$ cat src/rtl/rseq_ring.sv
// rtl/rseq_ring.sv - parametrised encoded ring sequencer; RSEQ_ILLEGAL_RECOVER_EN enables illegal-state recovery
module rseq_ring #(
    parameter int              STATES   = 4,
    parameter int              W        = (STATES > 1) ? $clog2(STATES) : 1,
    parameter int              ENC      = 0,
    parameter logic [W-1:0]    ENC_MASK = '0,
    parameter int              RST_IDX  = 0
) (
    input  logic         clk,
    input  logic         rstn,
    input  logic         a,
    input  logic         dir,
    input  logic         ld,
    input  logic [W-1:0] ld_idx,
    output logic [W-1:0] r_q,
    output logic [W-1:0] idx,
    output logic         x,
    output logic         wrap,
    output logic         err
);

    function automatic logic [W-1:0] enc_f(input logic [W-1:0] i);
        if (ENC == 1) return i ^ (i >> 1);
        return i;
    endfunction

    function automatic logic [W-1:0] dec_f(input logic [W-1:0] g);
        logic [W-1:0] b;
        if (ENC != 1) return g;
        b[W-1] = g[W-1];
        for (int k = W - 2; k >= 0; k--) b[k] = b[k+1] ^ g[k];
        return b;
    endfunction

    localparam logic [W:0]   N_STATES = (W+1)'(STATES);
    localparam logic [W-1:0] LAST_IDX = W'(STATES - 1);
    localparam logic [W-1:0] RST_ENC  = enc_f(W'(RST_IDX)) ^ ENC_MASK;

    logic [W-1:0] r_d;
    logic         wrap_q, wrap_d;
    logic         err_q, err_d;
    logic [W-1:0] nxt_idx;
    logic         illegal;
    logic         ld_ok;

    assign idx     = dec_f(r_q ^ ENC_MASK);
    assign x       = ^r_q;
    assign wrap    = wrap_q;
    assign err     = err_q;
    assign illegal = {1'b0, idx} >= N_STATES;
    assign ld_ok   = {1'b0, ld_idx} < N_STATES;

    always_comb begin
        r_d     = r_q;
        wrap_d  = 1'b0;
        err_d   = 1'b0;
        nxt_idx = idx;
        if (illegal) begin
`ifdef RSEQ_ILLEGAL_RECOVER_EN
            r_d   = RST_ENC;
            err_d = 1'b1;
`else
            // Without recovery only a legal load leaves an illegal state.
            if (ld) begin
                if (ld_ok) r_d = enc_f(ld_idx) ^ ENC_MASK;
                else       err_d = 1'b1;
            end
`endif
        end else if (ld) begin
            if (ld_ok) r_d = enc_f(ld_idx) ^ ENC_MASK;
            else       err_d = 1'b1;
        end else if (a) begin
            if (!dir) begin
                if (idx == LAST_IDX) begin
                    nxt_idx = '0;
                    wrap_d  = 1'b1;
                end else begin
                    nxt_idx = idx + 1'b1;
                end
            end else begin
                if (idx == '0) begin
                    nxt_idx = LAST_IDX;
                    wrap_d  = 1'b1;
                end else begin
                    nxt_idx = idx - 1'b1;
                end
            end
            r_d = enc_f(nxt_idx) ^ ENC_MASK;
        end
    end

    always_ff @(posedge clk) begin
        if (!rstn) begin
            r_q    <= RST_ENC;
            wrap_q <= 1'b0;
            err_q  <= 1'b0;
        end else begin
            r_q    <= r_d;
            wrap_q <= wrap_d;
            err_q  <= err_d;
        end
    end

endmodule

$ cat config.mk
export PLATFORM = sky130hd
export DESIGN_NAME = rseq_ring
export DESIGN_NICKNAME = d
export VERILOG_FILES = /design/src/rtl/rseq_ring.sv
export SDC_FILE = /design/constraint.sdc
export NUM_CORES = 1
export LEC_CHECK = 0
export BUFFER_PORTS_ARGS = -buffer_cell sky130_fd_sc_hd__buf_2
export CORE_AREA = 8 8 45 47
export CTS_BUF_LIST = sky130_fd_sc_hd__clkbuf_16
export DETAILED_ROUTE_END_ITERATION = 12
export DIE_AREA = 0 0 53 55
export RECOVER_POWER = 100
export SLEW_MARGIN = 20
export SYNTH_ARGS = -nofsm -noshare
export SYNTH_HDL_FRONTEND = slang
export SYNTH_SLANG_ARGS = --single-unit
$ cat constraint.sdc
create_clock -name clk -period 2.5 [get_ports clk]
set_input_delay 0.125 -clock clk [delete_from_list [all_inputs] [get_ports clk]]
set_output_delay 0.125 -clock clk [all_outputs]
set_load 0.05 [all_outputs]
==> reports/summary.md, run 1 <==
The fraction of the mapped netlist area in compound gates was 0.193; the final critical-path share of the clock period was 0.639. Detailed placement ended at an HPWL of 430 microns. The post-synthesis cell type count was 16; the share of final-layout standard cells stronger than drive strength 1 was 0.263. The number of antenna diodes in the final layout is 0. For this block, the via count after detailed routing is 205. The placed instances occupy a cell area of 265 sq um.

The post-synthesis share of cell area spent on full adders, half adders and majority gates is 0.120. The run gives 1 as the count of H-tree levels built during CTS. The critical path in this run is classified as reg -> out.

The required time at the endpoint of the critical path is 2380 ps, and the peak supply drop is 0.182 mV. The count of pins on the block boundary is 14, and the post-synthesis share of cell area spent on and, or, nand and nor gates is 0.193. The tools report the buffer cell driving the clock tree root as sky130_fd_sc_hd__clkbuf_16.

After detailed routing, the number of remaining DRC violations is 0. The layout has 154 filler cells. The area of the multi-input gates is 114 sq um, and the total routing resource utilization after global routing is 0.0442.

Final weighted congestion in routability-driven placement: 0.726. The cell type with the highest aggregate area in the netlist was sky130_fd_sc_hd__dfxtp_1. The post-synthesis area per instance is 8.31 sq um. The fraction of synthesized cell area in xor and xnor cells was 0.0422.

The total number of yosys warnings was 0. For the final-report hold violation count, the log shows 0. The top cell type's share of synthesized area came out at 0.289. The number of violations of the max-capacitance limit is 0, and the netlist area before placement is 208 sq um.

The core region is 0.00138 sq mm. At the later pin of the worst-skew pair, clock insertion delay measures 220 ps. The floorplan step defined a die boundary enclosing 0.00292 sq mm. The portion of netlist area occupied by mux cells is 0, and the footprint of the flip-flops and latches is 60.1 sq um. In this run the deepest clock path goes through 2 buffers. Setup repair after global routing left no endpoint under its margin. For the worst setup path, the data arrival time is 1470 ps.

Entering global routing, the biggest net connects 6 pins. The number of CTS-inserted buffers was 3. The finished cells cover 333 sq um. The area growth from synthesis to layout is 60.2%, and the slew at the pin with the worst max-slew slack is 609 ps. Based on the critical path, the design can be clocked at up to 626 MHz. Synthesis produced a netlist whose cell count is 25.

For this design the static power due to leakage is 0.154 nW. For the number of max-slew violations in the final report, the log shows 0. The number of nets handed over by synthesis was 34. The run gives 0 as the detailed router's first-iteration violation count.

After synthesis, the largest family of logic cells by area is simple AND/OR/NAND/NOR gates. The run gives 542 microns as the final wirelength. The startpoint identified for the worst hold timing path is rstn.

The worst path meets setup with 903 ps of slack. Port buffering added 12 buffers. Clock-pin slew on the worst setup and hold paths: 30 ps. The worst setup path is launched from a register. In the post-synthesis netlist, the biggest area contributors are sky130_fd_sc_hd__dfxtp_1, sky130_fd_sc_hd__ha_1, sky130_fd_sc_hd__buf_4.

TritonCTS built the clock tree. The worst setup path is captured at a primary output. In this run the post-CTS setup repair buffer count came out at 0. The worst hold path belongs to the class in -> reg. The chip height works out to 55 microns. The tools report the final total negative setup slack as 0 ps. The worst path in the final design needs a cycle of 1600 ps, including I/O delays and setup.

The tools report the total number of placement rows as 14. The detailed-route wire length per cell works out to 10.0 microns. The count of cells resized by post-cts repair was 0; the length of the first detailed-routing pass in iterations was 1. The startpoint identified for the worst register-to-register timing path is idx[0]. The tools report the initial antenna violation count as 0. The number of failing setup endpoints in the final timing report was 0. For this run the aggregate overflow at the end of global routing stands at 0. The flow ran to the end, and the final reports show no timing, DRC or antenna violations. The run gives 0 as the count of hold buffers inserted by post-cts repair.

In the final design database the tool counted 48 nets. The critical path starts at idx[0]. The via density per instance was 3.80; the clock sink total was 3. In the layout the commonest cells are sky130_fd_sc_hd__buf_2, sky130_fd_sc_hd__clkbuf_1, sky130_fd_sc_hd__nand2_1. The number of global-route vias before repair is 198. For the remaining number of nets flagged by the antenna check after routing, the log shows 0.

For this design the ratio of total power to cell area is 1100 mW/mm^2. Clock skew on the completed layout was measured at 0.642 ps. The largest driver fanout on the critical path was 5.

The width of the chip was 53 microns; the effective utilization at floorplan was 0.150. Synthesis inferred 3 register bits. The first global-routing pass estimated 786 microns of wire. Prior to clock tree synthesis, the placed netlist has a worst setup slack of 1110 ps. The sequential area share after synthesis was 0.289; the relative slew slack was 0.596.
==> logic make-up after synthesis <==
logic type               count (synthesis)
AND/OR/NAND/NOR                          8
other                                    1
adder cells (fa/ha/maj)                  2
buffers and inverters                    5
AO/OA/AOI/OAI                            5
flip-flops                               3
XOR/XNOR                                 1
==> flip-flops by register name (all words and copies together) (netlist names) <==
register,flops
idx,2
wrap,1
==> metal layers <==
metal | up-vias | global-route usage | routed length (microns)
met3 | 4 | 0.0508 | 126
met2 | 13 | 0.0410 | 193
li1 | 105 | - | -
met4 | 0 | 0.0776 | 29
met5 | - | 0 | 0
met1 | 83 | 0.0349 | 192
==> final timing paths <==
path | endpoint | slack [ps] | depth (start not counted)
worst max-delay path | x | 900 | 3
worst min-delay path | wrap | 140 | 3
worst max register to register | idx[1] | 1080 | 5
worst min register to register | idx[0] | 650 | 3
==> power breakdown <==
part           switching [mW]  leakage (nW)  internal [mW]  total [mW]
clock                  0.0438        0.0423          0.206       0.250
combinational          0.0466        0.0869         0.0155      0.0620
sequential            0.00358        0.0248         0.0513      0.0549
==> worst max-delay path: stages, from the launching register on <==
cell	delay, ps
sky130_fd_sc_hd__dfxtp_1	390
sky130_fd_sc_hd__inv_1	80
sky130_fd_sc_hd__ha_1	300
sky130_fd_sc_hd__clkbuf_1	480
==> stage by stage <==
stage	std cells	utilization	total power, mW	hold slack (ps)
2_1_floorplan	25	-	0.109	241
3_3_place_gp	50	0.192	0.121	382
3_5_place_dp	50	0.192	0.121	367
4_1_cts	54	0.249	0.374	136
5_1_grt	54	0.241	0.386	162
6_report	54	0.241	0.367	138
==> final cells by class <==
class                      instances  share of cell area
clock inverter                     1              0.0113
timing repair buffer              12               0.158
tap                               16              0.0602
sequential                         3               0.180
multi-input combinational         17               0.342
clock buffer                       3               0.226
inverter                           2              0.0226
==> Yosys cell counts <==
cell type and number:
sky130_fd_sc_hd__xnor2_1 1, sky130_fd_sc_hd__inv_1 2, sky130_fd_sc_hd__a21oi_1 1, sky130_fd_sc_hd__conb_1 1
sky130_fd_sc_hd__nand2b_1 1, sky130_fd_sc_hd__a211o_1 1, sky130_fd_sc_hd__dfxtp_1 3, sky130_fd_sc_hd__nand2b_2 1
sky130_fd_sc_hd__buf_4 3, sky130_fd_sc_hd__nor2_1 1, sky130_fd_sc_hd__o311ai_0 1, sky130_fd_sc_hd__nand2_1 4
sky130_fd_sc_hd__nor2b_1 1, sky130_fd_sc_hd__a21boi_2 1, sky130_fd_sc_hd__ha_1 2, sky130_fd_sc_hd__a31oi_1 1
Power figures use the tool's default switching activity.
==> run 2, diff against run 1 <==
Settings changed: ABC_AREA from default to 1.
Clock period 2.5 ns to 1.4 ns, I/O delays scaled along.
==> run 2 against run 1 <==
Effect of this change: final area grew 5.3%; largest power group unchanged; sequential share of layout area shrank 0.19 points; worst setup slack lost 790 ps; critical path depth is the same.
==> reports/summary.md, run 2 <==
The final-report hold violation count is 0 (unchanged), and the global-route wire length before repair is 855 microns (was 786 microns). For the clock sink total, the log shows 3 (unchanged). The tools report the kind of capture point of the worst setup path as a primary output (unchanged). The insertion delay of the later-clocked pin in the worst-skew pair is 220 ps (about the same), and the netlist area before placement is 218 sq um (was 208 sq um). The number of global-route vias before repair was 228 (was 198).

The most frequent cell after synthesis is sky130_fd_sc_hd__nand2_1 (unchanged). The initial antenna violation count is 0 (unchanged), and the switching power share of the total is 0.252 (was 0.256). The top cell type's share of synthesized area is 0.276 (was 0.289), and the final weighted congestion in routability-driven placement is 0.744 (was 0.726).

The share of flip-flops with an asynchronous set or reset works out to 0 (unchanged). The register bit total from synthesis is 3 (unchanged), and the footprint of the flip-flops and latches is 62.6 sq um (was 60.1 sq um). The final critical-path share of the clock period was 0.921; the post-synthesis area per instance was 6.60 sq um (was 8.31 sq um). For the clock share of power, the log shows 0.680 (was 0.681). The total number of yosys warnings is 0 (unchanged), and the number of setup buffers added after CTS is 0 (unchanged).

The share of final-layout standard cells stronger than drive strength 1 was 0.283 (was 0.263); the fmax was 776 MHz. The final total negative setup slack is 0 ps (unchanged), and the clock-pin slew on the worst setup and hold paths is 30 ps (about the same). Leading cell types by count after synthesis: sky130_fd_sc_hd__nand2_1, sky130_fd_sc_hd__inv_1, sky130_fd_sc_hd__buf_4, sky130_fd_sc_hd__dfxtp_1, sky130_fd_sc_hd__nand3_1 (was sky130_fd_sc_hd__nand2_1, sky130_fd_sc_hd__buf_4, sky130_fd_sc_hd__dfxtp_1). The tools report the worst hold margin as 83.8 ps (was 138 ps). Path type of the worst setup path: reg -> out (unchanged). Fill cell instance count of the final layout: 162 (was 154).

The launching element type of the critical path is a register (unchanged). Number of max-slew violations in the final report: 0 (unchanged). The number of CTS-inserted buffers is 3 (unchanged).

The tools report the relative slew slack as 0.601 (was 0.596). The flow ran to the end, and the final reports show no timing, DRC or antenna violations. The number of violations of the max-capacitance limit came out at 0 (unchanged). Final wirelength: 564 microns (was 542 microns). Main area contributors after synthesis: sky130_fd_sc_hd__dfxtp_1, sky130_fd_sc_hd__nand2_1, sky130_fd_sc_hd__inv_1 (was sky130_fd_sc_hd__dfxtp_1, sky130_fd_sc_hd__ha_1, sky130_fd_sc_hd__buf_4). The count of hold buffers inserted by post-cts repair came out at 0 (unchanged). The critical hold path startpoint is rstn (unchanged). The area of the multi-input gates is 109 sq um (was 114 sq um), and the flip-flop count of the largest register, all copies and words added is 2 (unchanged). The logs give 1 (unchanged) for the count of H-tree levels built during CTS and 0 (unchanged) for the total inserted antenna cells.

The main flop type after synthesis was sky130_fd_sc_hd__dfxtp_1 (unchanged). The run gives 0 (unchanged) as the number of failing setup endpoints in the final timing report. Number of enable-type register cells in the synthesized netlist: 0 (unchanged).

The HPWL after detailed placement was 454 microns (was 430 microns). The run gives 0.168 (was 0.169) as the combinational cell fraction of total power. The startpoint of the worst-slack reg-to-reg timing path was idx[0] (unchanged). The reg-to-reg setup timing slack was 300 ps (was 1080 ps). The effective utilization at floorplan is 0.157 (was 0.150), and the detailed router's first-iteration violation count is 1 (was 0). Kind of path behind the tightest hold check: in -> reg (unchanged). The post-detailed-route DRC marker count is 0 (unchanged). For the area enclosed by the die boundary, the log shows 0.00292 sq mm (unchanged). The tools report the buffer cell driving the clock tree root as sky130_fd_sc_hd__clkbuf_16 (unchanged). The hold path endpoint is wrap (unchanged). Number of I/O port buffers: 12 (unchanged).

The count of cells resized by post-cts repair was 0 (unchanged); the ratio of total power to cell area was 1860 mW/mm^2 (was 1100 mW/mm^2). The total number of placement rows was 14 (unchanged); the path depth of the worst reg2reg path was 6 (was 5). The tools report the leakage power of the design as 0.190 nW (was 0.154 nW). The worst clock skew is 1.56 ps (was 0.642 ps), and the count of pins on the block boundary is 14 (unchanged).

The signal arrival time at the worst endpoint is 1220 ps (was 1470 ps), and the width of the chip is 53 microns (unchanged). The switching power total was 164 uW (was 93.9 uW). The number of vias in the routed layout was 222 (was 205). Hold-critical path depth: 3 (unchanged). TritonCTS built the clock tree.

The tools report the post-synthesis cell type count as 11 (was 16). The share of the core filled with cells was 0.253 (was 0.241); the required time at the endpoint of the critical path was 1330 ps (was 2380 ps). The tools report the internal power summed over all cells as 487 uW (was 273 uW). The capture instance of the worst register-to-register path is idx[1] (unchanged). For the post-layout net count, the log shows 56 (was 48). The logs give 33 (was 25) for the count of mapped cells out of synthesis and 0 (unchanged) for the aggregate global routing overflow. Setup repair after global routing left no endpoint under its margin.

The total routing resource utilization after global routing is 0.0410 (was 0.0442). The chip height came out at 55 microns (unchanged). The slew at the pin with the worst max-slew slack was 601 ps (was 609 ps); the total nets after synthesis was 42 (was 34).

The via density per instance came out at 3.58 (was 3.80). Most used cells in the layout excluding fill and tap cells: sky130_fd_sc_hd__inv_1, sky130_fd_sc_hd__nand2_1, sky130_fd_sc_hd__buf_2, sky130_fd_sc_hd__clkbuf_1 (was sky130_fd_sc_hd__buf_2, sky130_fd_sc_hd__clkbuf_1, sky130_fd_sc_hd__nand2_1). The pin count of the biggest net entering global routing is 7 (was 6). The run gives 0.276 (was 0.289) as the sequential area share after synthesis. The peak supply drop was 0.523 mV (was 0.182 mV); the area growth from synthesis to layout was 60.9% (was 60.2%).

Cell type with the highest aggregate area in the netlist: sky130_fd_sc_hd__dfxtp_1 (unchanged). Detailed-route wire length per cell: 9.10 microns (was 10.0 microns). The run gives 2 (unchanged) as the buffer levels on the longest clock path. The fraction of power consumed by sequential logic came out at 0.152 (was 0.150).

The length of the first detailed-routing pass in iterations was 2 (was 1). The worst path in the final design needs a cycle of 1290 ps, including I/O delays and setup. The remaining number of nets flagged by the antenna check after routing was 0 (unchanged); the placeable core area was 0.00138 sq mm (unchanged). Largest driver fanout on the critical path: 6 (was 5).
==> run 2: stage by stage <==
stage	instances	setup slack [ps]	area [sq um]	total power, mW
after floorplan	33	31.4	233	0.201
after global routing	62	47.8	350	0.684
after detailed placement	58	324	290	0.218
after global placement	58	341	290	0.216
after CTS	62	124	369	0.667
final	62	111	350	0.651
==> run 2: area by class of cell <==
type                    count  area share
inverters                   7      0.0750
well taps                  16      0.0571
clock buffers               3       0.214
flip-flops and latches      3       0.179
clock inverters             1      0.0107
multi-input cells          20       0.311
repair buffers             12       0.154
==> run 2: power groups by stage <==
| stage | Sequential [mW] | Combinational [mW] | Clock [mW] |
|---|---|---|---|
| detailed placement | 0.100 | 0.118 | 0 |
| finish | 0.0989 | 0.109 | 0.443 |
| global route | 0.100 | 0.119 | 0.466 |
| global placement | 0.0995 | 0.116 | 0 |
| CTS | 0.0988 | 0.119 | 0.450 |
| floorplan | 0.117 | 0.0845 | 0 |
==> run 2: cells by family (layout without fill, tap and decap cells) <==
logic type	after synthesis	in the layout	synth area share
and+or+nand+nor	13	13	0.253
buffers and inverters	10	23	0.224
AOI/OAI and AO/OA	4	4	0.115
DFF	3	3	0.276
adders and majority gates	2	2	0.115
other	1	1	0.0172
==> run 2: how the worst max path moves through the flow <==
stage | start | to | slack [ps] | depth (start not counted)
after floorplan | idx[0] | idx[1] | 30 | 6
after global placement | idx[0] | idx[1] | 340 | 6
after detailed placement | idx[0] | idx[1] | 320 | 6
after CTS | idx[0] | x | 120 | 3
after global routing | idx[0] | x | 50 | 3
final | idx[0] | x | 110 | 3
==> run 2: routing by layer <==
layer  vias to the layer above  part of all wire  track usage
li1                        120                 -            -
met2                         8              0.48       0.0566
met3                         0             0.083       0.0107
met4                         0                 0       0.0517
met5                         -                 0            0
met1                        94              0.44       0.0456
==> run 2: worst max-delay path: stages (launching register included) <==
cell and delay, ps:
sky130_fd_sc_hd__dfxtp_2 370, sky130_fd_sc_hd__inv_1 60, sky130_fd_sc_hd__ha_1 300, sky130_fd_sc_hd__buf_2 270
